$ cat src/rtl/bit_packer.sv
// bit_packer: MSB-first variable-length-code packer.
//
// Right-justified codes of 0..MAX_CODE_BITS bits are appended to an
// MSB-aligned accumulator. Whenever at least one full output word is held,
// the top W bits are moved into a registered output slot. A flush pads the
// remaining bits to a byte boundary and emits them as a final word marked
// last, then pulses flush_done. A running count of emitted bytes is kept.
//
// Ports:
//   clock, reset_n        rising-edge clock, asynchronous active-low reset
//   in_valid/in_ready     input handshake; in_ready depends on registers only
//   in_val, in_len        right-justified code and its length (0 = no-op)
//   flush                 one-cycle request to pad and emit the held bits
//   flush_done            one-cycle pulse when a flush has completed
//   out_valid/out_ready   output handshake
//   out_data              packed bits, first bit at MSB, zero-padded
//   out_nbytes            valid leading bytes in out_data
//   out_last              final word of a flush
//   total_byte_size       sum of out_nbytes over completed handshakes (wraps)
//   fill_level            bits currently held in the accumulator
module bit_packer #(
  parameter int MAX_CODE_BITS = 32,
  parameter int OUT_BYTES     = 4,
  localparam int W            = 8 * OUT_BYTES,
  localparam int ACC_BITS     = MAX_CODE_BITS + W,
  localparam int LW           = $clog2(MAX_CODE_BITS + 1),
  localparam int NW           = $clog2(OUT_BYTES + 1),
  localparam int FW           = $clog2(ACC_BITS + 1)
) (
  input  logic                     clock,
  input  logic                     reset_n,
  input  logic                     in_valid,
  output logic                     in_ready,
  input  logic [MAX_CODE_BITS-1:0] in_val,
  input  logic [LW-1:0]            in_len,
  input  logic                     flush,
  output logic                     flush_done,
  output logic                     out_valid,
  input  logic                     out_ready,
  output logic [W-1:0]             out_data,
  output logic [NW-1:0]            out_nbytes,
  output logic                     out_last,
  output logic [31:0]              total_byte_size,
  output logic [FW-1:0]            fill_level
);

  typedef enum logic {
    S_RUN,
    S_FLUSH
  } state_t;

  localparam logic [FW-1:0] W_F     = FW'(W);
  localparam logic [FW-1:0] ACC_F   = FW'(ACC_BITS);
  localparam logic [LW-1:0] LEN_MAX = LW'(MAX_CODE_BITS);

  state_t              r_state;
  logic [ACC_BITS-1:0] r_acc;
  logic [FW-1:0]       r_fill;
  logic                r_out_valid;
  logic [W-1:0]        r_out_data;
  logic [NW-1:0]       r_out_nbytes;
  logic                r_out_last;
  logic                r_done_pend;
  logic                r_flush_done;
  logic [31:0]         r_total;

  logic [LW-1:0]            w_len;
  logic [MAX_CODE_BITS-1:0] w_code;
  logic [FW-1:0]            w_shamt;
  logic [ACC_BITS-1:0]      w_ins;
  logic                     w_in_ready;
  logic                     w_accept;
  logic                     w_slot_free;
  logic                     w_has_word;
  logic                     w_emit_full;
  logic                     w_emit_part;
  logic [NW-1:0]            w_part_nbytes;
  logic                     w_flush_end;

  // Out-of-range lengths are clamped so the insert can never overrun the
  // accumulator.
  assign w_len  = (in_len > LEN_MAX) ? LEN_MAX : in_len;
  // A shift by the full code width yields zero, so a full-length code keeps
  // every bit of in_val.
  assign w_code = in_val & ~({MAX_CODE_BITS{1'b1}} << w_len);

  // The new code lands directly below the fill bits already held. Because
  // in_ready requires fill < W, fill + len never exceeds ACC_BITS.
  assign w_shamt = ACC_F - r_fill - FW'(w_len);
  assign w_ins   = {{W{1'b0}}, w_code} << w_shamt;

  assign w_in_ready  = (r_state == S_RUN) && (r_fill < W_F);
  assign w_accept    = in_valid && w_in_ready;
  assign w_slot_free = !r_out_valid || out_ready;

  // Accept (fill < W) and full-word emit (fill >= W) never coincide.
  assign w_has_word  = (r_fill >= W_F);
  assign w_emit_full = w_has_word && w_slot_free;
  assign w_emit_part = (r_state == S_FLUSH) && !w_has_word &&
                       (r_fill != '0) && w_slot_free;

  // ceil(fill/8), computed one bit wider so the +7 cannot wrap.
  assign w_part_nbytes = NW'(({1'b0, r_fill} + (FW+1)'(7)) >> 3);

  // The flush ends once the last held bits are loaded into the output slot,
  // or immediately when nothing is held.
  assign w_flush_end = (r_state == S_FLUSH) &&
                       ((r_fill == '0) || w_emit_part ||
                        (w_emit_full && (r_fill == W_F)));

  // NOTE: all state here is updated with non-blocking assignments so every
  // register samples the pre-edge values of the others, independent of
  // statement order.
  always_ff @(posedge clock or negedge reset_n) begin
    if (!reset_n) begin
      r_state      <= S_RUN;
      r_acc        <= '0;
      r_fill       <= '0;
      r_out_valid  <= 1'b0;
      r_out_data   <= '0;
      r_out_nbytes <= '0;
      r_out_last   <= 1'b0;
      r_done_pend  <= 1'b0;
      r_flush_done <= 1'b0;
      r_total      <= '0;
    end else begin
      // flush_done trails the end of the flush by one cycle.
      r_done_pend  <= 1'b0;
      r_flush_done <= r_done_pend;

      // Accumulator: append, drop one emitted word, or clear after the
      // final partial word.
      if (w_accept) begin
        r_acc  <= r_acc | w_ins;
        r_fill <= r_fill + FW'(w_len);
      end else if (w_emit_full) begin
        r_acc  <= r_acc << W;
        r_fill <= r_fill - W_F;
      end else if (w_emit_part) begin
        r_acc  <= '0;
        r_fill <= '0;
      end

      // Output slot: bits below fill are always zero, so the top W bits
      // are already correctly zero-padded for a partial word.
      if (w_emit_full || w_emit_part) begin
        r_out_valid  <= 1'b1;
        r_out_data   <= r_acc[ACC_BITS-1 -: W];
        r_out_nbytes <= w_emit_full ? NW'(OUT_BYTES) : w_part_nbytes;
        r_out_last   <= w_emit_part ||
                        ((r_state == S_FLUSH) && (r_fill == W_F));
      end else if (r_out_valid && out_ready) begin
        r_out_valid <= 1'b0;
        r_out_last  <= 1'b0;
      end

      if (r_out_valid && out_ready) begin
        r_total <= r_total + 32'(r_out_nbytes);
      end

      // A code accepted in the same cycle as flush is part of the flush.
      case (r_state)
        S_RUN: begin
          if (flush) begin
            r_state <= S_FLUSH;
          end
        end
        S_FLUSH: begin
          if (w_flush_end) begin
            r_state     <= S_RUN;
            r_done_pend <= 1'b1;
          end
        end
        default: r_state <= S_RUN;
      endcase
    end
  end

  assign in_ready        = w_in_ready;
  assign flush_done      = r_flush_done;
  assign out_valid       = r_out_valid;
  assign out_data        = r_out_data;
  assign out_nbytes      = r_out_nbytes;
  assign out_last        = r_out_last;
  assign total_byte_size = r_total;
  assign fill_level      = r_fill;

endmodule

$ cat config.mk
export PLATFORM = sky130hd
export DESIGN_NAME = bit_packer
export DESIGN_NICKNAME = d
export VERILOG_FILES = /design/src/rtl/bit_packer.sv
export SDC_FILE = /design/constraint.sdc
export NUM_CORES = 1
export LEC_CHECK = 0
export ABC_AREA = 1
export CAP_MARGIN = 25
export CORE_MARGIN = 4
export CORE_UTILIZATION = 45
export DETAILED_ROUTE_END_ITERATION = 7
export GPL_TIMING_DRIVEN = 0
export PLACE_DENSITY = 0.69
export RECOVER_POWER = 100
export SYNTH_ARGS = -nofsm -noshare
export SYNTH_HDL_FRONTEND = slang
export SYNTH_SLANG_ARGS = --single-unit
$ cat constraint.sdc
create_clock -name clock -period 3 [get_ports clock]
set_clock_uncertainty 0.1 [all_clocks]
set_input_delay 0.6 -clock clock [delete_from_list [all_inputs] [get_ports clock]]
set_output_delay 0.6 -clock clock [all_outputs]
set_load 0.005 [all_outputs]
==> flow_summary_export.csv <==
group,metric,value,unit
logic_synthesis,post_synth_top_flop,"dfrtp_1",
placement,half_perimeter_wire_length_after_placement,27300,um
die,start_util,46.3,%
sta,finalCritPeriodShare,106,%
sta,post-route-worst-setup-slack,-0.166,ns
sta,timing_worst_slew_pin_value,1.27,ns
sta,hold_viol_final,0,
final_layout,instances_no_fill,1890,
clock_tree,ctsRootBufferMaster,"clkbuf_16",
drt,detail-route-antenna-nets,0,
drt,vias_per_cell,5.80,
grt,number_of_global_route_vias_before_repair,10152,
hold_path,worst_hold_path_type,"flop to flop",
sta,worst_slew_margin_rel,15.5,%
final_layout,mostFrequentLayoutCells,"nand2_1, nand3_1, inv_1",
placement,routabilityCongestion,0.992,
grt,track_usage,28.9,%
clock_tree,worstSkewPairLatency,0.42,ns
drt,first_pass_iters,6,
clock_tree,cts.clk_slew.worst_paths,0.07,ns
final_layout,syn2layout_area_growth,48.5,%
run,max_cap_violations,0,
grt,grt_antenna_before_repair,0,
clock_tree,clock_tree.buffer_depth,2,
drt,detail_route.wl_per_cell,19.7,um
final_layout,share_of_cells_above_drive_strength_1,29.5,%
die,die_height,156,um
final_layout,finish.net_count,1669,
clock_tree,cts_inserted_buffers,17,
sta,finalCriticalPeriod,3.17,ns
clock_tree,cts_tree,"built",
drt,drt_iter0_markers,1123,
drt,vias,10968,
critical_path,crit_path_capture_type,"flop",
final_layout,final_core_utilization,68.8,%
final_layout,layout_commonest_cell,"nand2_1",
die,floorplan.die_area,24300,um2
logic_synthesis,synth_seq_area_share,36.3,%
logic_synthesis,post_synth_inst_count,1405,
die,fp.coreArea,21300,um2
final_layout,antenna_cells_inserted,0,
critical_path,setup.reg_to_reg.worst_slack,-0.03,ns
sta,rsz0062_at_grt,"true",
status,outcome,"finished with violations",
sta,timing_max_transition_violations_final,0,
critical_path,setup.worst_path.start_class,"primary input",
die,design.portCount,121,
grt,remaining_overflow_grt,0,
logic_synthesis,synth-seq-cells,143,
drt,route.final.wire_length,37300,um
logic_synthesis,avgSynthCellArea,7.02,um2
logic_synthesis,number_of_warnings_reported_in_the_yosys_synthesis_log,0,
die,die_span_in_x,156,um
logic_synthesis,mappedNetlistArea,9860,um2
critical_path,crit_required,3.22,ns
logic_synthesis,post_synth_num_cell_types,50,
logic_synthesis,synthArstFlopShare,100,%
sta,timing.final.setup_violations,54,
drt,post-route-drc-count,0,
final_layout,filler_cell_count,1744,
critical_path,crit_arrival,3.38,ns
critical_path,crit_type,"primary input to flop",
sta,finalHoldWorstSlack,0.258,ns
sta,fmax,316,MHz
logic_synthesis,synth.net_count,1472,
critical_path,crit_fanout,7,
placement,buffer_ports.inserted,118,
die,rows,53,
logic_synthesis,synth_edf_count,0,
grt,largest_net_degree_at_the_start_of_global_routing,95,
clock_tree,cts_max_level,4,
sta,setup_tns,-3.89,ns
grt,grt_pass1_wl,55000,um
placement,placedCellCount,1799,
status,failed_checks,"negative setup slack",
clock_tree,clkSinkCount,143,
-- through the flow --
step                worst slack [ns]  instance area, um2
CTS                          0.00352               13000
global placement               -4.48               11800
global route                  -0.241               14600
finish                        -0.166               14600
floorplan                     -0.197               10300
detailed placement             -1.35               11800
-- what timing repair did --
action | CTS | global route
pin swaps | 26 | 77
setup buffers | 20 | 29
cloned | 0 | 12
resized for setup | 110 | 320
hold buffers | 0 | 0
setup endpoints to repair | 64 | 62
-- cells by family (layout without fill, tap and decap cells) --
| kind of cell | Yosys count | in the layout | share of synthesized area (%) |
|---|---|---|---|
| adders and majority gates | 24 | 24 | 3.27 |
| xor gates and xnor gates | 34 | 34 | 3.59 |
| AOI/OAI and AO/OA | 153 | 153 | 9.15 |
| buffers and inverters | 246 | 456 | 10.2 |
| DFF | 143 | 143 | 36.3 |
| and+or+nand+nor | 805 | 805 | 37.5 |
-- worst paths after layout --
path                                            from                   endpoint  cells after the start
max in group asynchronous                    reset_n      r_acc[23]$_DFFE_PN0P_                      2
max reg2reg                fill_level[5]$_DFFE_PN0P_   out_data[27]$_DFFE_PN0P_                     10
min reg2reg                    r_done_pend$_DFF_PN0_       flush_done$_DFF_PN0_                      0
max                                        in_len[5]      r_acc[39]$_DFFE_PN0P_                     19
min in group asynchronous                    reset_n  fill_level[5]$_DFFE_PN0P_                      1
min                            r_done_pend$_DFF_PN0_       flush_done$_DFF_PN0_                      0
-- sequential cells by signal, indices dropped and copies added, names as in the netlist --
name             cells
out_last             1
r_acc               64
fill_level           7
r_state              1
out_nbytes           3
out_data            32
total_byte_size     32
flush_done           1
out_valid            1
r_done_pend          1
-- critical path, cell delays in order --
cell and delay [ns]:
buf_2 0.13, buf_8 0.15, nor2_4 0.15, inv_4 0.09, ha_4 0.30, inv_1 0.09, fa_2 0.71, buf_6 0.15
clkbuf_16 0.15, buf_12 0.13, nand2_2 0.09, nand2_2 0.08, nand2_1 0.08, nand3_1 0.10, nand3_2 0.11, nand2_2 0.09
nand2_1 0.05, nand2_1 0.06, nand2_1 0.05
-- layer usage --
metal | global-route usage (%) | vias to the layer above | wire length (um)
met5 | 0 | - | 0
met4 | 7.59 | 0 | 1060
met3 | 6.63 | 92 | 3310
met2 | 46.8 | 517 | 17300
met1 | 39.2 | 5273 | 15600
li1 | - | 5086 | -
-- layout make-up --
class | instances | area (um2) | share of cell area [%]
repair buffers | 180 | 1880 | 12.8
multi-input cells | 1016 | 6890 | 47.1
clock buffers | 18 | 429 | 2.93
inverters | 181 | 723 | 4.94
clock inverters | 14 | 148 | 1.01
flip-flops and latches | 143 | 3580 | 24.4
plain buffers | 63 | 653 | 4.46
well taps | 275 | 344 | 2.35
-- synth_stat cells, types with 3 or more instances --
cell	instances	area share, %
inv_2	16	0.61
inv_1	160	6.1
buf_4	7	0.53
nand2_2	6	0.38
nor2_2	7	0.44
dfrtp_1	143	36
nor2_1	45	1.7
o22ai_1	35	2.2
fa_1	3	0.61
a21oi_1	11	0.56
o211ai_1	8	0.61
nand3_1	323	16
nand2_1	367	14
nor2_8	3	0.61
o21ai_1	11	0.56
nor3_2	3	0.30
clkinv_1	4	0.15
nor3_1	7	0.36
a32o_1	3	0.30
buf_2	23	1.2
nor4_1	3	0.19
nor2_4	5	0.57
clkbuf_1	22	0.84
buf_1	10	0.38
buf_6	3	0.34
xor2_1	20	1.8
nand4_1	28	1.8
o21ai_0	69	3.5
xnor2_1	11	0.98
ha_1	21	2.7
Power is not shown: default switching activity piles up to over one toggle a cycle in this logic, so the estimate is an artifact.
